<file path="config.mk">
export PLATFORM = sky130hd
export DESIGN_NAME = mul_issue_ctrl
export DESIGN_NICKNAME = d
export VERILOG_FILES = /design/src/rtl/mul_issue_ctrl.sv
export SDC_FILE = /design/constraint.sdc
export NUM_CORES = 1
export LEC_CHECK = 0
export ABC_AREA = 1
export CAP_MARGIN = 20
export CORE_MARGIN = 2
export CORE_UTILIZATION = 40
export DETAILED_ROUTE_END_ITERATION = 16
export PLACE_DENSITY = 0.77
export SLEW_MARGIN = 30
export SYNTH_ARGS = -nofsm -noshare
export SYNTH_HDL_FRONTEND = slang
export SYNTH_SLANG_ARGS = --single-unit
</file>
<file path="constraint.sdc">
create_clock -name i_clk -period 3.8 [get_ports i_clk]
set_clock_uncertainty 0.2 [all_clocks]
set_input_delay 0.57 -clock i_clk [delete_from_list [all_inputs] [get_ports i_clk]]
set_output_delay 0.57 -clock i_clk [all_outputs]
set_load 0.02 [all_outputs]
</file>
<file path="src/rtl/mul_issue_ctrl.sv">
// rtl/mul_issue_ctrl.sv - issue arbiter, tag tracker and result queue for a fixed-latency multiplier
// Credit-based issue keeps in-flight plus queued operations within the result queue depth.
module mul_issue_ctrl #(
  parameter int WORD_WIDTH  = 32,
  parameter int TAG_WIDTH   = 6,
  parameter int MUL_LATENCY = 2,
  parameter int OUT_DEPTH   = 4
) (
  input  logic                      i_clk,
  input  logic                      i_rst,
  input  logic                      i_flush,
  input  logic                      i_req0_valid,
  input  logic                      i_req1_valid,
  output logic                      o_req0_ready,
  output logic                      o_req1_ready,
  input  logic [2:0]                i_req0_opcode,
  input  logic [2:0]                i_req1_opcode,
  input  logic [WORD_WIDTH-1:0]     i_req0_data1,
  input  logic [WORD_WIDTH-1:0]     i_req0_data2,
  input  logic [WORD_WIDTH-1:0]     i_req1_data1,
  input  logic [WORD_WIDTH-1:0]     i_req1_data2,
  input  logic [TAG_WIDTH-1:0]      i_req0_tag,
  input  logic [TAG_WIDTH-1:0]      i_req1_tag,
  output logic                      o_mul_en,
  output logic [2:0]                o_mul_opcode,
  output logic [WORD_WIDTH-1:0]     o_mul_data1,
  output logic [WORD_WIDTH-1:0]     o_mul_data2,
  input  logic [2*WORD_WIDTH+1:0]   i_mul_result,
  input  logic                      i_mul_result_valid,
  output logic                      o_out_valid,
  input  logic                      i_out_ready,
  output logic [WORD_WIDTH-1:0]     o_out_data,
  output logic [TAG_WIDTH-1:0]      o_out_tag,
  output logic                      o_busy
);
  localparam int QPW = $clog2(OUT_DEPTH);
  localparam int QCW = $clog2(OUT_DEPTH + 1);
  localparam int CW  = $clog2(OUT_DEPTH + MUL_LATENCY + 1);
  localparam int LST = MUL_LATENCY - 1;

  logic [MUL_LATENCY-1:0] r_vld;
  logic [MUL_LATENCY-1:0] r_hi;
  logic [TAG_WIDTH-1:0]   r_tag [MUL_LATENCY];
  logic                   r_rr;
  logic [WORD_WIDTH-1:0]  r_q_data [OUT_DEPTH];
  logic [TAG_WIDTH-1:0]   r_q_tag  [OUT_DEPTH];
  logic [QPW-1:0]         r_wr_ptr;
  logic [QPW-1:0]         r_rd_ptr;
  logic [QCW-1:0]         r_q_count;

  logic [CW-1:0]          w_inflight;
  logic                   w_can_issue;
  logic                   w_grant0;
  logic                   w_grant1;
  logic                   w_issue;
  logic                   w_sel_hi;
  logic [TAG_WIDTH-1:0]   w_tag;
  logic                   w_push;
  logic                   w_pop;
  logic [WORD_WIDTH-1:0]  w_push_data;
  logic                   w_unused_ext;

  always_comb begin
    w_inflight = '0;
    for (int i = 0; i < MUL_LATENCY; i++) w_inflight = w_inflight + CW'(r_vld[i]);
  end

  // A same-cycle pop is not credited: r_q_count is the registered occupancy.
  assign w_can_issue = ((CW'(r_q_count) + w_inflight) < CW'(OUT_DEPTH)) && !i_flush && !i_rst;
  assign w_grant0    = w_can_issue && i_req0_valid && (!i_req1_valid || !r_rr);
  assign w_grant1    = w_can_issue && i_req1_valid && (!i_req0_valid ||  r_rr);
  assign w_issue     = w_grant0 || w_grant1;

  assign o_req0_ready = w_grant0;
  assign o_req1_ready = w_grant1;
  assign o_mul_en     = w_issue;

  always_comb begin
    o_mul_opcode = '0;
    o_mul_data1  = '0;
    o_mul_data2  = '0;
    w_tag        = '0;
    if (w_grant0) begin
      o_mul_opcode = i_req0_opcode;
      o_mul_data1  = i_req0_data1;
      o_mul_data2  = i_req0_data2;
      w_tag        = i_req0_tag;
    end else if (w_grant1) begin
      o_mul_opcode = i_req1_opcode;
      o_mul_data1  = i_req1_data1;
      o_mul_data2  = i_req1_data2;
      w_tag        = i_req1_tag;
    end
  end

  assign w_sel_hi = (o_mul_opcode != 3'b000);

  always_ff @(posedge i_clk) begin
    if (i_rst) r_rr <= 1'b0;
    else if (w_grant0) r_rr <= 1'b1;
    else if (w_grant1) r_rr <= 1'b0;
  end

  always_ff @(posedge i_clk) begin
    if (i_rst || i_flush) begin
      r_vld <= '0;
    end else begin
      r_vld[0] <= w_issue;
      for (int i = 1; i < MUL_LATENCY; i++) r_vld[i] <= r_vld[i-1];
    end
  end

  always_ff @(posedge i_clk) begin
    r_tag[0] <= w_tag;
    r_hi[0]  <= w_sel_hi;
    for (int i = 1; i < MUL_LATENCY; i++) begin
      r_tag[i] <= r_tag[i-1];
      r_hi[i]  <= r_hi[i-1];
    end
  end

  assign w_push       = r_vld[LST] && i_mul_result_valid && !i_flush;
  assign w_pop        = o_out_valid && i_out_ready;
  assign w_push_data  = r_hi[LST] ? i_mul_result[2*WORD_WIDTH-1:WORD_WIDTH]
                                  : i_mul_result[WORD_WIDTH-1:0];
  // The two extension bits of the product never reach the writeback word.
  assign w_unused_ext = ^i_mul_result[2*WORD_WIDTH+1:2*WORD_WIDTH];

  always_ff @(posedge i_clk) begin
    if (i_rst || i_flush) begin
      r_wr_ptr  <= '0;
      r_rd_ptr  <= '0;
      r_q_count <= '0;
    end else begin
      if (w_push) r_wr_ptr <= r_wr_ptr + 1'b1;
      if (w_pop)  r_rd_ptr <= r_rd_ptr + 1'b1;
      if (w_push && !w_pop)      r_q_count <= r_q_count + 1'b1;
      else if (!w_push && w_pop) r_q_count <= r_q_count - 1'b1;
    end
  end

  always_ff @(posedge i_clk) begin
    if (w_push) begin
      r_q_data[r_wr_ptr] <= w_push_data;
      r_q_tag[r_wr_ptr]  <= r_tag[LST];
    end
  end

  assign o_out_valid = (r_q_count != '0) && !i_rst;
  assign o_out_data  = r_q_data[r_rd_ptr];
  assign o_out_tag   = r_q_tag[r_rd_ptr];
  assign o_busy      = ((w_inflight != '0) || (r_q_count != '0)) && !i_rst;

  a_result_present: assert property (@(posedge i_clk) disable iff (i_rst)
    (r_vld[LST] && !i_flush) |-> i_mul_result_valid);
  a_no_overflow: assert property (@(posedge i_clk) disable iff (i_rst)
    w_push |-> (r_q_count != QCW'(OUT_DEPTH)));
endmodule

</file>
# Word level (Yosys, flattened, before mapping)
# Memory sizes are Yosys's and may differ from the RTL's. A register that Yosys moved wholly into a read port is not among the register bits.
# Cells that the tools add are included.
[totals]
word_cells = 65
output_inout_bits = 110
memories = 3
register_bits = 12
mem_bits_rw = 164
in_bits = 219
[mem_list]
columns = ["memory", "depth", "width", "rd", "rd_clocked_by_memory_dff", "write_ports", "line_no", "rtl"]
rows = [
  ["r_q_data", 4, 32, 1, 1, 1, "45", "logic [WORD_WIDTH-1:0] r_q_data [OUT_DEPTH];"],
  ["r_q_tag", 4, 6, 1, 1, 1, "46", "logic [TAG_WIDTH-1:0] r_q_tag [OUT_DEPTH];"],
  ["r_tag", 2, 6, 2, 0, 2, "43", "logic [TAG_WIDTH-1:0] r_tag [MUL_LATENCY];"],
]
[op_classes]
n_addsub = 6
mux = 19
reduce_logical = 30
n_lt_le_gt_ge = 1
[op_table]
columns = ["cell", "n"]
rows = [
  ["$mux 32", 5],
  ["$logic_and 1x1->1", 13],
  ["$mux 3", 4],
  ["$mux 6", 2],
  ["$reduce_bool 3->1", 3],
  ["$mux 2", 4],
  ["$logic_not 1->1", 7],
  ["$logic_or 1x1->1", 5],
  ["$add 2x1->2 const B", 2],
  ["$mux 1", 4],
  ["$reduce_bool 2->1", 2],
  ["$add 3x1->3 const B", 1],
  ["$add 3x2->3", 1],
  ["$lt 3x3->1 const B", 1],
  ["$sub 3x1->3 const B", 1],
  ["$add 1x1->2", 1],
]

# Depth between registers and ports, before layout
[depth]
ltp_word = 10
ltp_mapped = 13
mapped_depth_nobuf = 13

# Worst setup path before layout
# No wires, ideal clock.
[synth_path]
path_kind = "input port to flip-flop"
from = "input i_mul_result_valid"
to = "memory r_q_data[0][0] (enable)"
path_buffers = 0
slack_ps = 698
t_required_ps = 3167
path_stages = 4
t_arrival_ps = 2469
setup_time_ps = 433
cell_sequence = "nand2_1 nor2_1 inv_1 nor2_1"
[synth_between]
elab_chain_len = 4
[synth_lines]
columns = ["element", "line_no", "rtl"]
rows = [
  ["start: declaration", "29", "input logic i_mul_result_valid,"],
  ["$logic_and 1x1->1 (2 in series)", "122", "assign w_push = r_vld[LST] && i_mul_result_valid && !i_flush;"],
  ["net w_push", "58", "logic w_push;"],
  ["$mux 1", "143", "if (w_push) begin"],
  ["$mux 1 (implied by the code)", "144", "r_q_data[r_wr_ptr] <= w_push_data;"],
  ["end: declaration", "45", ""],
]
# The timed path passes the listed nets, and every way through them passes these cells.

# Final worst setup path
[layout_path]
from = "register r_vld[1]"
to = "output o_mul_data2[27]"
[layout_between]
elab_chain_len = 9
elab_cells_between_ends = 11
cone_classes = "2 x add/sub; 1 x order compare; 2 x mux; 6 x reduce/logical"
[layout_lines]
columns = ["element", "line_no", "rtl"]
rows = [
  ["start: declaration", "41", "logic [MUL_LATENCY-1:0] r_vld;"],
  ["start signal: assignment", "106", "r_vld <= '0;"],
  ["$add 1x1->2 *", "65", "for (int i = 0; i < MUL_LATENCY; i++) w_inflight = w_inflight + CW'(r_vld[i]);"],
  ["$add 3x2->3 *", "69", "assign w_can_issue = ((CW'(r_q_count) + w_inflight) < CW'(OUT_DEPTH)) && !i_flush && !i_rst;"],
  ["$lt 3x3->1 *", "69", ""],
  ["$logic_and 1x1->1 * (2 in series)", "69", ""],
  ["$logic_and 1x1->1 (2 in series)", "71", "assign w_grant1 = w_can_issue && i_req1_valid && (!i_req0_valid || r_rr);"],
  ["$mux 32", "88", "end else if (w_grant1) begin"],
  ["$mux 32 *", "83", "if (w_grant0) begin"],
  ["end: declaration", "27", "output logic [WORD_WIDTH-1:0] o_mul_data2,"],
]
# Mark *: on every way between the ends. The rest lies on a longest branch, timed or not.

==> flow_summary.json <==
{
  "wl_per_cell_um": 16.6,
  "outcome": "complete, no violations",
  "slew_headroom_pct": 47.9,
  "syn_nets": 971,
  "fin_crit_sh_pct": 95.7,
  "synth-xor-area-share_pct": 0,
  "rows": 51,
  "synth_top_family_by_area": "simple AND/OR/NAND/NOR gates",
  "wirelength_um": 22300,
  "drc": 0,
  "yosys.area.top_type_share_pct": 57.3,
  "area_delta_synth_final_pct": 53.3,
  "finalPower_w": 0.00430,
  "tns_ns": 0,
  "synth_seq_cells": 178,
  "fp.dieH_um": 145,
  "critPathTopFamily": "buffers and inverters",
  "final_area_mm2": 0.0122,
  "hpwl_um": 16500,
  "hold_path_class": "flop to flop",
  "worstSkewPairLatency_ns": 0.41,
  "viasPerCell": 4.77,
  "synth_compound_area_share_pct": 8.93,
  "synth_area_leaders": "edfxtp_1 57%, nand2_1 9.6%, dfxtp_1 6.5%, o21ai_0 4.8%, mux2_2 4.2%",
  "leakage_nw": 4.75,
  "grt_pass1_wl_um": 33900,
  "reg2reg_depth": 12,
  "drt_pass1_iterations": 4,
  "multi_input_area_mm2": 0.00253,
  "io_buffers": 326,
  "setup_viol": 0,
  "clk_pin_slew_ns": 0.07,
  "first_global_vias": 6445,
  "fp.coreArea_mm2": 0.0195,
  "cts_sinks": 178,
  "placed_area_mm2": 0.0116,
  "ys_warn_count": 0,
  "max_freq_ghz": 0.275,
  "io_pins": 329,
  "fin_nets": 1295,
  "overflow": 0,
  "async_flop_share_pct": 0,
  "syn_area_mm2": 0.00796,
  "rsz0062_at_grt": "false",
  "path_buf_inv": 3,
  "dp_cells": 1312,
  "vdd_drop_max_v": 0.000234,
  "diodes": 0,
  "synth-main-ff-cell": "edfxtp_1",
  "ys_types": 24,
  "cts_tree": "built",
  "cp_cell_sequence": "ha_1 -> ha_1 -> nand3_1 -> nand3_1 -> nand2_2 -> nor2_4 -> nand2_4 -> inv_6 -> buf_12 -> nand2_1 -> nand2_1 -> clkdlybuf4s50_1",
  "hold_buffers": 0,
  "ys_seq_area_share_pct": 63.9,
  "antenna_found_initial": 0,
  "avgSynthCellArea_um2": 10.7,
  "cp_slowest_cell": "clkdlybuf4s50_1",
  "powerDensity_mw_per_mm2": 353,
  "root_buffer": "clkbuf_16",
  "worstPathRequired_ns": 3.03,
  "start_util_pct": 40.8,
  "dieArea_mm2": 0.0210,
  "drt.antenna.violating_nets": 0,
  "tightest_slew_ns": 0.781,
  "numCtsBuffers": 17,
  "hold_depth": 0,
  "whs_ns": 0.128,
  "synthSimpleGateAreaFrac_pct": 16.4,
  "synthMuxAreaShare_pct": 4.53,
  "layout-drive-gt1-share_pct": 11.1,
  "path_class": "flop to output pin",
  "cts_buffer_depth": 2,
  "path_depth": 12,
  "synthAdderAreaFrac_pct": 1.51,
  "synth_top_area_cell": "edfxtp_1",
  "start_kind": "flop",
  "gp_congestion": 0.832,
  "critPathMaxStageDelay_ns": 0.59,
  "grt_max_degree": 57,
  "synth_edf_count": 152,
  "endpoint_kind": "output pin",
  "vias": 6409,
  "syn_inst": 743,
  "fill_cells": 1578,
  "layoutNonFillerInstCount": 1345,
  "cp_max_fo": 32,
  "period_needed_ns": 3.63,
  "crit_arrival_ns": 2.86,
  "maxCapViolCount": 0,
  "regArea_mm2": 0.00509,
  "drv_slew": 0,
  "grt_util_all_layers_pct": 20.9,
  "final-hold-violation-count": 0,
  "drt_iter0_markers": 334,
  "htree_num_levels": 4,
  "fp.dieW_um": 145
}
[power breakdown]
part           switching (W)  total, W  internal, W
clock               0.000765   0.00163     0.000869
sequential         0.0000183   0.00217      0.00215
combinational       0.000187  0.000500     0.000313
[through the flow]
stage	utilization (%)	setup slack [ns]
global placement	59.4	0.275
finish	62.5	0.165
CTS	62.3	0.0689
floorplan	-	0.698
detailed placement	59.4	0.238
global route	62.5	0.000635
[registers in the layout (all words and copies together), names as in the netlist, named ones only]
register   count
r_q_data     128
r_q_tag       24
r_tag         12
r_q_count      3
r_hi           2
r_rd_ptr       2
r_vld          2
r_wr_ptr       2
r_rr           1
[synthesized netlist by cell type, types with 5 or more instances]
cell type / count
o21ai_0: 77
nand2_2: 19
o22ai_1: 38
buf_2: 5
mux2_2: 30
clkbuf_1: 23
ha_1: 8
buf_6: 14
inv_1: 24
o21ai_1: 6
a21oi_1: 10
dfxtp_1: 26
nand3_1: 8
nor2_1: 87
edfxtp_1: 152
nand2_1: 204
[worst register-to-register path, delay by kind of cell (launching register included)]
kind / cells / cell delay [ns]
flip-flops: 1 / 0.34
buffers and inverters: 3 / 0.47
adder cells (fa/ha/maj): 2 / 0.46
AND/OR/NAND/NOR: 7 / 0.67
[final timing paths]
| check | to | slack [ns] | from |
|---|---|---|---|
| setup / recovery | o_mul_data2[27] | 0.17 | r_vld[1]$_SDFF_PP0_ |
| hold / removal | r_tag[0][10]$_DFF_P_ | 0.13 | r_tag[0][4]$_DFF_P_ |
| setup reg to reg | r_tag[0][0]$_DFF_P_ | 1.61 | r_vld[1]$_SDFF_PP0_ |
| hold reg to reg | r_tag[0][10]$_DFF_P_ | 0.13 | r_tag[0][4]$_DFF_P_ |
[area by class of cell]
class / instances / share of cell area [%]
clock buffers: 17 / 3.49
clock inverters: 15 / 1.12
inverters: 26 / 0.882
multi-input cells: 497 / 20.7
flip-flops and latches: 178 / 41.7
well taps: 265 / 2.72
repair buffers: 347 / 29.4
[cells in the final DEF, fill, tap and decap left out]
cell	count
clkdlybuf4s50_1	310
o21a_1	1
nand2_4	2
o21ai_0	77
inv_8	4
inv_1	23
nand3_1	8
a21oi_1	10
nor3_1	1
nor2_2	1
mux2_2	30
dfxtp_2	2
inv_6	8
clkinvlp_4	1
buf_6	1
dfxtp_1	24
edfxtp_1	152
buf_4	13
clkbuf_16	17
nand2_2	19
fa_1	1
nor2_1	83
mux2_1	2
buf_12	11
dlymetal6s2s_1	12
nor2_4	6
inv_2	1
ha_1	8
nand2_1	204
o22ai_1	38
clkinv_4	3
o21ai_1	6
clkinv_2	1
[repair_timing]
item                       in CTS  in global routing
setup endpoints to repair       0                 44
resized for setup               0                 13
setup buffers                   0                  1
[metal layers]
metal / global-route usage (%) / part of all wire, %
met2: 40.8 / 56
met5: 0 / 0
met1: 20.9 / 36
met4: 7.06 / 2.3
met3: 5.97 / 6.3
[logic make-up after synthesis]
kind of cell,after synthesis
AOI/OAI and AO/OA,132
adders and majority gates,9
buffers and inverters,68
DFF,178
muxes,32
and+or+nand+nor,324
(Power assumes the default switching activity.)
